**src/rtl/fifo_pkg.sv**
```systemverilog
// Shared definitions for the FIFO read-side burst controller: state encoding,
// FIFO data width and the default skid depth.
package fifo_pkg;

    localparam int FIFO_DW            = 8;
    localparam int DEFAULT_SKID_DEPTH = 2;

    typedef enum logic [1:0] {
        ST_IDLE  = 2'd0,
        ST_RUN   = 2'd1,
        ST_DRAIN = 2'd2,
        ST_DONE  = 2'd3
    } state_t;

endpackage

```
**src/rtl/fifo_burst_reader_skid.sv**
```systemverilog
// Circular skid buffer that absorbs the FIFO's registered read latency and
// presents its head entry on a valid/ready stream.
module skid_buffer #(
    parameter int DEPTH = 2,
    parameter int WIDTH = 8,
    localparam int PTR_W = (DEPTH > 1) ? $clog2(DEPTH) : 1,
    localparam int CNT_W = $clog2(DEPTH + 1)
) (
    input  logic             clk,
    input  logic             rst,
    input  logic             wr_en,
    input  logic [WIDTH-1:0] wr_data,
    input  logic             rd_ready,
    output logic             rd_valid,
    output logic [WIDTH-1:0] rd_data,
    output logic [CNT_W-1:0] count
);

    // Stream handshake: a word transfers on a clock edge where rd_valid and
    // rd_ready are both high; rd_data is held stable while rd_valid is high
    // and rd_ready is low.
    logic [WIDTH-1:0] mem_q [DEPTH];
    logic [WIDTH-1:0] mem_d [DEPTH];
    logic [PTR_W-1:0] head_q, head_d;
    logic [PTR_W-1:0] tail_q, tail_d;
    logic [CNT_W-1:0] count_q, count_d;
    logic             push;
    logic             pop;

    function automatic logic [PTR_W-1:0] ptr_inc(input logic [PTR_W-1:0] p);
        return (p == PTR_W'(DEPTH - 1)) ? '0 : p + PTR_W'(1);
    endfunction

    assign rd_valid = (count_q != '0);
    assign rd_data  = mem_q[head_q];
    assign count    = count_q;
    assign pop      = rd_valid && rd_ready;
    // A write into a full buffer is only accepted when the head leaves in the same cycle.
    assign push     = wr_en && ((count_q != CNT_W'(DEPTH)) || pop);

    always_comb begin
        mem_d   = mem_q;
        head_d  = head_q;
        tail_d  = tail_q;
        count_d = count_q;
        if (push) begin
            mem_d[tail_q] = wr_data;
            tail_d        = ptr_inc(tail_q);
        end
        if (pop) begin
            head_d = ptr_inc(head_q);
        end
        case ({push, pop})
            2'b10:   count_d = count_q + CNT_W'(1);
            2'b01:   count_d = count_q - CNT_W'(1);
            default: count_d = count_q;
        endcase
    end

    always_ff @(posedge clk or posedge rst) begin
        if (rst) begin
            head_q  <= '0;
            tail_q  <= '0;
            count_q <= '0;
            for (int i = 0; i < DEPTH; i++) begin
                mem_q[i] <= '0;
            end
        end else begin
            head_q  <= head_d;
            tail_q  <= tail_d;
            count_q <= count_d;
            mem_q   <= mem_d;
        end
    end

endmodule

```
**src/rtl/fifo_burst_reader.sv**
```systemverilog
// Burst read controller: pops burst_len bytes from a synchronous FIFO and
// streams them out through a skid buffer at up to one byte per clock.
module fifo_burst_reader
    import fifo_pkg::*;
#(
    parameter int SKID_DEPTH = DEFAULT_SKID_DEPTH,
    parameter int LEN_W      = 8
) (
    input  logic               clk,
    input  logic               reset,
    input  logic               start,
    input  logic [LEN_W-1:0]   burst_len,
    output logic               busy,
    output logic               done,
    output logic [LEN_W-1:0]   remaining,
    output logic               fifo_read_enable,
    input  logic               fifo_empty,
    input  logic [FIFO_DW-1:0] fifo_data,
    output logic [FIFO_DW-1:0] out_data,
    output logic               out_valid,
    input  logic               out_ready,
    output state_t             dbg_state
);

    localparam int CNT_W = $clog2(SKID_DEPTH + 1);
    localparam int OCC_W = CNT_W + 2;

    state_t           state_q, state_d;
    logic [LEN_W-1:0] req_cnt_q, req_cnt_d;
    logic [LEN_W-1:0] remaining_q, remaining_d;
    logic             inflight_q, inflight_d;
    logic [CNT_W-1:0] skid_count;
    logic [OCC_W-1:0] occ_after;
    logic             pop_out;
    logic             can_pop;

    assign pop_out = out_valid && out_ready;
    // Skid slots still claimed after this cycle: stored + in flight - leaving.
    assign occ_after = OCC_W'(skid_count) + OCC_W'(inflight_q) - OCC_W'(pop_out);
    assign can_pop   = !fifo_empty && (req_cnt_q != '0) &&
                       (occ_after < OCC_W'(SKID_DEPTH));

    always_ff @(posedge clk or posedge reset) begin
        if (reset) begin
            state_q <= ST_IDLE;
        end else begin
            state_q <= state_d;
        end
    end

    always_comb begin
        state_d = state_q;
        case (state_q)
            ST_IDLE:  if (start) state_d = (burst_len != '0) ? ST_RUN : ST_DONE;
            ST_RUN:   if (fifo_read_enable && (req_cnt_q == LEN_W'(1))) state_d = ST_DRAIN;
            // Leave as the last byte is accepted so done follows it by one cycle.
            ST_DRAIN: if (remaining_d == '0) state_d = ST_DONE;
            ST_DONE:  state_d = ST_IDLE;
            default:  state_d = ST_IDLE;
        endcase
    end

    always_comb begin
        busy             = 1'b0;
        done             = 1'b0;
        fifo_read_enable = 1'b0;
        case (state_q)
            ST_RUN: begin
                busy             = 1'b1;
                fifo_read_enable = can_pop;
            end
            ST_DRAIN: busy = 1'b1;
            ST_DONE:  done = 1'b1;
            default:  ;
        endcase
    end

    always_comb begin
        req_cnt_d   = req_cnt_q;
        remaining_d = remaining_q;
        inflight_d  = fifo_read_enable;
        if ((state_q == ST_IDLE) && start) begin
            req_cnt_d   = burst_len;
            remaining_d = burst_len;
        end else begin
            if (fifo_read_enable) begin
                req_cnt_d = req_cnt_q - LEN_W'(1);
            end
            if (pop_out && (remaining_q != '0)) begin
                remaining_d = remaining_q - LEN_W'(1);
            end
        end
    end

    always_ff @(posedge clk or posedge reset) begin
        if (reset) begin
            req_cnt_q   <= '0;
            remaining_q <= '0;
            inflight_q  <= 1'b0;
        end else begin
            req_cnt_q   <= req_cnt_d;
            remaining_q <= remaining_d;
            inflight_q  <= inflight_d;
        end
    end

    skid_buffer #(
        .DEPTH (SKID_DEPTH),
        .WIDTH (FIFO_DW)
    ) u_skid (
        .clk      (clk),
        .rst      (reset),
        .wr_en    (inflight_q),
        .wr_data  (fifo_data),
        .rd_ready (out_ready),
        .rd_valid (out_valid),
        .rd_data  (out_data),
        .count    (skid_count)
    );

    assign remaining = remaining_q;
    assign dbg_state = state_q;

endmodule

```
**config.mk**
```make
export PLATFORM = sky130hd
export DESIGN_NAME = fifo_burst_reader
export DESIGN_NICKNAME = d
export VERILOG_FILES = /design/src/rtl/fifo_pkg.sv /design/src/rtl/fifo_burst_reader_skid.sv /design/src/rtl/fifo_burst_reader.sv
export SDC_FILE = /design/constraint.sdc
export NUM_CORES = 1
export LEC_CHECK = 0
export CELL_PAD_IN_SITES_DETAIL_PLACEMENT = 1
export CELL_PAD_IN_SITES_GLOBAL_PLACEMENT = 1
export CORE_ASPECT_RATIO = 0.9
export CORE_MARGIN = 3
export CORE_UTILIZATION = 38
export CTS_BUF_LIST = sky130_fd_sc_hd__clkbuf_8
export DETAILED_ROUTE_END_ITERATION = 7
export GPL_TIMING_DRIVEN = 0
export PLACE_DENSITY_LB_ADDON = 0.08
export SYNTH_ARGS = -nofsm -noshare
export SYNTH_HDL_FRONTEND = slang
export SYNTH_SLANG_ARGS = --single-unit
```
**constraint.sdc**
```tcl
create_clock -name clk -period 3.15 [get_ports clk]
set_input_delay 0.63 -clock clk [delete_from_list [all_inputs] [get_ports clk]]
set_output_delay 0.63 -clock clk [all_outputs]
set_load 0.02 [all_outputs]
```
* Word-level counts from Yosys, hierarchy flattened
Cells that the tools add are included.
** Storage, ports and cells
- Register bits :: 39
- Input bits :: 21
- Output and inout bits :: 22
- Logic and storage cells :: 74
** Cells by class
- Add/subtract/negate cells :: 8
- $lt $le $gt $ge :: 4
- Eq/ne operators :: 10
- Mux-type cells :: 21
- Bitwise gates (word level) :: 2
- Reduce and logical (&&, ||, !) cells :: 20
** Operators by type and width (number)
- 8-bit 2-to-1 mux :: 8
- 8-bit nonzero test :: 3
- 16-bit bitwise mux :: 1
- 8-bit by 1-bit subtractor with 8-bit output (second input constant) :: 2
- 8-bit demux with 1-bit select :: 1
- 8-bit by 1-bit == test with 1-bit output (second input constant) :: 1
- 1-bit logical AND :: 8
- 8-bit zero test :: 1
- 2-bit 2-to-1 mux :: 4
- 2-bit != test (second input constant) :: 4
- 2-bit one-hot mux with 4 select lines :: 1
- 2-bit == test (second input constant) :: 3
- 2-bit nonzero test :: 3
- 1-bit 2-to-1 mux :: 5
- 2-bit by 1-bit == test with 1-bit output (second input constant) :: 2
- 2-bit greater-or-equal comparator (second input constant) :: 2
- 4-bit by 2-bit < comparator with 1-bit output (second input constant) :: 1
- 1-bit inverter with 2-bit output :: 2
- 2-bit one-hot mux with 2 select lines :: 1
- 3-bit by 1-bit subtractor with 4-bit output :: 1
- 2-bit by 1-bit adder with 3-bit output :: 1
- 3-bit AND reduction :: 1
- 1-bit adder (second input constant) :: 2
- 2-bit by 1-bit adder with 2-bit output (second input constant) :: 1
- other kinds (6) :: 6

* Longest topological paths before layout
- Word-level depth :: 9
- Mapped depth :: 13
- Depth with buffers taken out :: 12

* Modules after synthesis
A second synthesis with hierarchy kept.
** Unflattened totals
- Cell total of the unflattened synthesis :: 209
- Area, all modules :: 2225.9 µm²
** By module, submodules not included
- fifo_burst_reader :: instances 1, cells each 149, area an instance 1327.5 µm², seq. area each 475.5 µm²
- skid_buffer :: instances 1, cells each 60, area an instance 898.4 µm², seq. area each 500.5 µm²

* Worst setup path after synthesis
OpenSTA, ideal clock, no wires.
- Path type :: flip-flop to output port
- From :: reg u_skid.count_q[0] (netlist: u_skid.count[0])
- To :: out fifo_read_enable
- Arrival :: 2920 ps
- Required time :: 2520 ps
- Setup slack :: -400 ps
- Cell stages (with the launch flop) :: 11
- Cells stage by stage :: dfrtp_1 > buf_2 > o21ai_2 > inv_1 > ha_1 > nor2b_1 > fa_1 > xor2_1 > o21ai_0 > or4b_2 > a21oi_2
** On the way
- Word-level cells in the longest chain between the ends :: 6
** RTL lines
- start, declared :: line fifo_burst_reader_skid.sv:26 : logic [CNT_W-1:0] count_q, count_d;
- start signal, assigned :: line fifo_burst_reader_skid.sv:71 : count_q <= count_d;
- 2-bit nonzero test :: line fifo_burst_reader_skid.sv:34 : assign rd_valid = (count_q != '0);
- 1-bit logical AND :: line fifo_burst_reader.sv:37 : assign pop_out = out_valid && out_ready;
- named net pop_out :: line fifo_burst_reader.sv:34 : logic pop_out;
- 3-bit by 1-bit subtractor with 4-bit output :: line fifo_burst_reader.sv:39 : assign occ_after = OCC_W'(skid_count) + OCC_W'(inflight_q) - OCC_W'(pop_out);
- 4-bit by 2-bit < comparator with 1-bit output :: line fifo_burst_reader.sv:41 : (occ_after < OCC_W'(SKID_DEPTH));
- 1-bit logical AND :: line fifo_burst_reader.sv:40 : assign can_pop = !fifo_empty && (req_cnt_q != '0) &&
- 1-bit 2-to-1 mux :: line fifo_burst_reader.sv:67 : case (state_q)
- end, declared :: line fifo_burst_reader.sv:16 : output logic fifo_read_enable,
The timed path passes the listed nets, and every way through them passes these cells.

* Worst setup path in the final report
- From :: reg u_skid.count_q[1] (netlist: u_skid.count[1])
- To :: out fifo_read_enable
The elaborated chain is that of the path after synthesis.

==> impl_table.tex <==
\begin{tabular}{lr}
\hline
Metric & Value \\
\hline
\multicolumn{2}{l}{\textbf{Synth}} \\
\quad Post-Synthesis Mean Instance Area & 10.9 um\^{}2 \\
\quad Flip-flop cell with the highest count after synthesis & dfrtp\_1 \\
\quad Post-Synthesis Cells & 204 \\
\quad Number of distinct standard cells referenced by the synthesized netlist & 48 \\
\quad Post-synthesis register bit count & 39 \\
\quad Part of the Yosys area used for sequential elements & 44.0\% \\
\quad Synthesized cell area & 2220 um\^{}2 \\
\quad Nets in the synthesized netlist & 239 \\
\quad Top post-synthesis cells by count & 39 x dfrtp\_1, 24 x mux2\_2, 16 x nor2\_1 \\
\quad Area leader, netlist & dfrtp\_1 \\
\quad Count of flip-flops with a built-in enable after synthesis & 0 \\
\quad Number of warning messages in the yosys log & 0 \\
\quad Largest cells by area after synthesis & dfrtp\_1 44\%, mux2\_2 12\%, ha\_1 7.3\%, xnor2\_1 3.2\%, a21oi\_1 2.9\% \\
\quad Async set or reset register ratio after synthesis & 100\% \\
\quad Most instantiated library cell after synthesis & dfrtp\_1 \\
\quad Top cell type's share of synthesized area & 44.0\% \\
\multicolumn{2}{l}{\textbf{Routing}} \\
\quad Vias per std cell & 5.40 \\
\quad Wire per inst & 17.6 um \\
\quad 1st-pass router iterations & 4 \\
\quad Post-Route WL & 5780 um \\
\quad DRC violations left & 0 \\
\quad Detailed Route Iter0 Violations & 54 \\
\quad Number of routed nets with antenna violations & 0 \\
\quad Via count & 1776 \\
\multicolumn{2}{l}{\textbf{Worst setup path}} \\
\quad Largest fanout on the critical path & 3 \\
\quad Slowest library cell on the worst path & or4b\_4 \\
\quad Cell-by-cell trace of the critical path & o21ai\_4 -> inv\_2 -> ha\_4 -> nor2b\_2 -> fa\_2 -> xor2\_1 -> o21ai\_1 -> or4b\_4 -> a21oi\_4 -> buf\_6 \\
\quad Launching element type of the critical path & flip-flop \\
\quad Worst path max stage delay & 540 ps \\
\quad Critical path start-end classification & flip-flop to output port \\
\quad Endpoint type of the worst setup path & output port \\
\quad Arrival time worst endpoint & 2680 ps \\
\quad Required time of the worst setup path & 2520 ps \\
\multicolumn{2}{l}{\textbf{Cells and area}} \\
\quad Post-route core utilization & 54.5\% \\
\quad Post-route cell area & 2960 um\^{}2 \\
\quad Antenna diode count & 0 \\
\quad Layout overhead on the synthesized area & 33.6\% \\
\quad Proportion of layout cells with a drive suffix above 1 & 26.7\% \\
\quad Fin nets & 297 \\
\multicolumn{2}{l}{\textbf{Floorplanning}} \\
\quad Number of cell rows & 25 \\
\quad Initial Utilization & 40.8\% \\
\quad Horizontal extent of the die & 86.5 um \\
\quad Total die area & 6790 um\^{}2 \\
\quad Height of the die & 78.5 um \\
\quad Count of boundary I/O pins & 43 \\
\quad Core Area & 5440 um\^{}2 \\
\multicolumn{2}{l}{\textbf{Placement}} \\
\quad Half-perimeter wire length after detailed placement & 4140 um \\
\quad Cell area after placement & 2750 um\^{}2 \\
\quad Number of input and output port buffers inserted & 42 \\
\quad GP Congestion & 0.802 \\
\quad Post-placement worst setup slack & -1310 ps \\
\multicolumn{2}{l}{\textbf{Timing}} \\
\quad Final hold viol count & 0 \\
\quad Setup total negative slack & -156 ps \\
\quad Minimum period implied by the final worst setup slack & 3310 ps \\
\quad Slew Limit Fails & 0 \\
\quad Unrepaired setup endpoints after global routing & yes \\
\quad Slew headroom & 46.0\% \\
\quad Worst setup margin & -156 ps \\
\quad Slew at the pin with the worst max-slew slack & 808 ps \\
\quad Setup-violating endpoint count in the final report & 1 \\
\quad Maximum achievable frequency & 302 MHz \\
\quad Final period utilization & 105\% \\
\quad Layout Skew & 7.58 ps \\
\multicolumn{2}{l}{\textbf{Clocking}} \\
\quad Number of H-tree levels & 2 \\
\quad Clock tree sinks & 39 \\
\quad CTS tree & done \\
\quad CTS clk-pin slew, worst paths & 80 ps \\
\quad Maximum clock insertion buffer count & 2 \\
\quad Clock insertion delay at the later pin of the skew report & 300 ps \\
\quad TritonCTS buffer count & 5 \\
\quad Buffer cell driving the clock tree root & clkbuf\_8 \\
\multicolumn{2}{l}{\textbf{Global route}} \\
\quad Number of global-route vias before repair & 1935 \\
\quad Total Routing Usage GR & 18.7\% \\
\quad Maximum number of pins on one net before global-route repair & 40 \\
\quad Antenna violations before repair & 0 \\
\quad GRT overflow & 0 \\
\quad Global-route wire length before repair & 9860 um \\
\multicolumn{2}{l}{\textbf{Run status}} \\
\quad Outcome & finished with violations \\
\quad Violations in the final reports & setup timing \\
\multicolumn{2}{l}{\textbf{Job}} \\
\quad Max-Cap Viols & 0 \\
\multicolumn{2}{l}{\textbf{Power}} \\
\quad Power density normalized to cell area & 1030 nW/um\^{}2 \\
\quad VDD IR-drop max & 0.000511 V \\
\quad Overall power consumption & 0.00305 W \\
\quad Leakage dissipation & 1.23 nW \\
\multicolumn{2}{l}{\textbf{Worst hold path}} \\
\quad Hold WC Path Type & flip-flop to flip-flop \\
\hline
\end{tabular}
-- sequential cells by signal, indices dropped and copies added, names as in the netlist --
name / cells
req_cnt_q: 8
dbg_state: 2
u_skid.tail_q: 1
u_skid.count: 2
remaining: 8
inflight_q: 1
u_skid.head_q: 1
u_skid.mem_q: 16
-- cells in the final DEF, fill, tap and decap left out, types with 2 or more instances in the layout --
cell,netlist,final
clkdlybuf4s50_1,0,40
dfrtp_1,39,35
mux2_2,24,24
nor2_1,16,15
a21oi_1,13,13
inv_1,15,12
ha_1,13,11
buf_4,0,10
nand2_1,9,9
xnor2_1,8,8
xor2_1,5,5
clkbuf_8,0,5
nor4_1,4,4
inv_2,0,4
dfrtp_2,0,4
nand3_1,3,3
a31oi_1,3,3
mux2i_1,3,3
clkbuf_1,3,2
or4_1,2,2
nor3_1,2,2
o21ai_1,0,2
or4b_4,1,2
o21ai_0,5,2
o31ai_1,2,2
nor4b_1,3,2
and2_1,2,2
-- worst max-delay path, delay by kind of cell, from the launching register on --
| kind | cells | cell delay, ps |
|---|---|---|
| xor+xnor | 1 | 130 |
| fa+ha+maj | 2 | 610 |
| flops | 1 | 440 |
| simple gates | 2 | 580 |
| buf+inv | 2 | 220 |
| compound gates | 3 | 400 |
-- stage by stage --
stage,instances,hold slack [ps]
finish,329,509
global placement,313,484
CTS,327,508
global route,329,527
floorplan,204,468
detailed placement,313,490
-- logic make-up (layout without fill, tap and decap cells) --
family,Yosys count,in the layout,synth area share [%]
AOI/OAI and AO/OA,34,34,10.2
xor gates and xnor gates,13,13,5.13
adders and majority gates,14,14,8.23
buffers and inverters,19,77,3.27
DFF,39,39,44.0
muxes,27,27,13.5
and+or+nand+nor,58,58,15.7
-- report_power, final --
group	total [W]	switching (W)	internal, W
registers	0.000979	0.000239	0.000740
logic	0.00166	0.000828	0.000834
clock network	0.000408	0.000179	0.000229
-- area by class of cell --
class | count | area (um^2)
sequential | 39 | 981
inverter | 15 | 56.3
tap | 67 | 83.8
timing repair buffer | 52 | 492
clock inverter | 2 | 33.8
clock buffer | 5 | 68.8
buffer | 3 | 15.0
multi-input combinational | 146 | 1230
fill | 596 | 2480
-- worst paths after layout --
| path | from | end | slack [ps] | cells past startpoint |
|---|---|---|---|---|
| max | u_skid.count[1] | fifo_read_enable | -160 | 10 |
| min | u_skid.mem_q[12] | u_skid.mem_q[12] | 510 | 1 |
| max reg2reg | u_skid.count[1] | req_cnt_q[7] | 130 | 12 |
| min reg2reg | u_skid.mem_q[12] | u_skid.mem_q[12] | 510 | 1 |
| max in group asynchronous | reset | dbg_state[0] | 1780 | 2 |
| min in group asynchronous | reset | u_skid.mem_q[14] | 800 | 2 |
-- what timing repair did --
item                                    in CTS  in global routing
hold buffers                                 0                  0
buffers inserted                             8                  3
endpoints found under the setup margin      11                  5
gates resized for setup                     18                 12
pin swaps                                    5                  2
-- per-layer routing --
| layer | up-vias | part of all wire (%) | global-route usage [%] |
|---|---|---|---|
| met5 | - | 0 | 0 |
| met1 | 901 | 48 | 26.3 |
| met4 | 0 | 1.3 | 4.98 |
| met2 | 24 | 47 | 28.3 |
| li1 | 844 | - | - |
| met3 | 7 | 3.0 | 4.93 |
No activity file was read; power rests on OpenSTA's default activity.
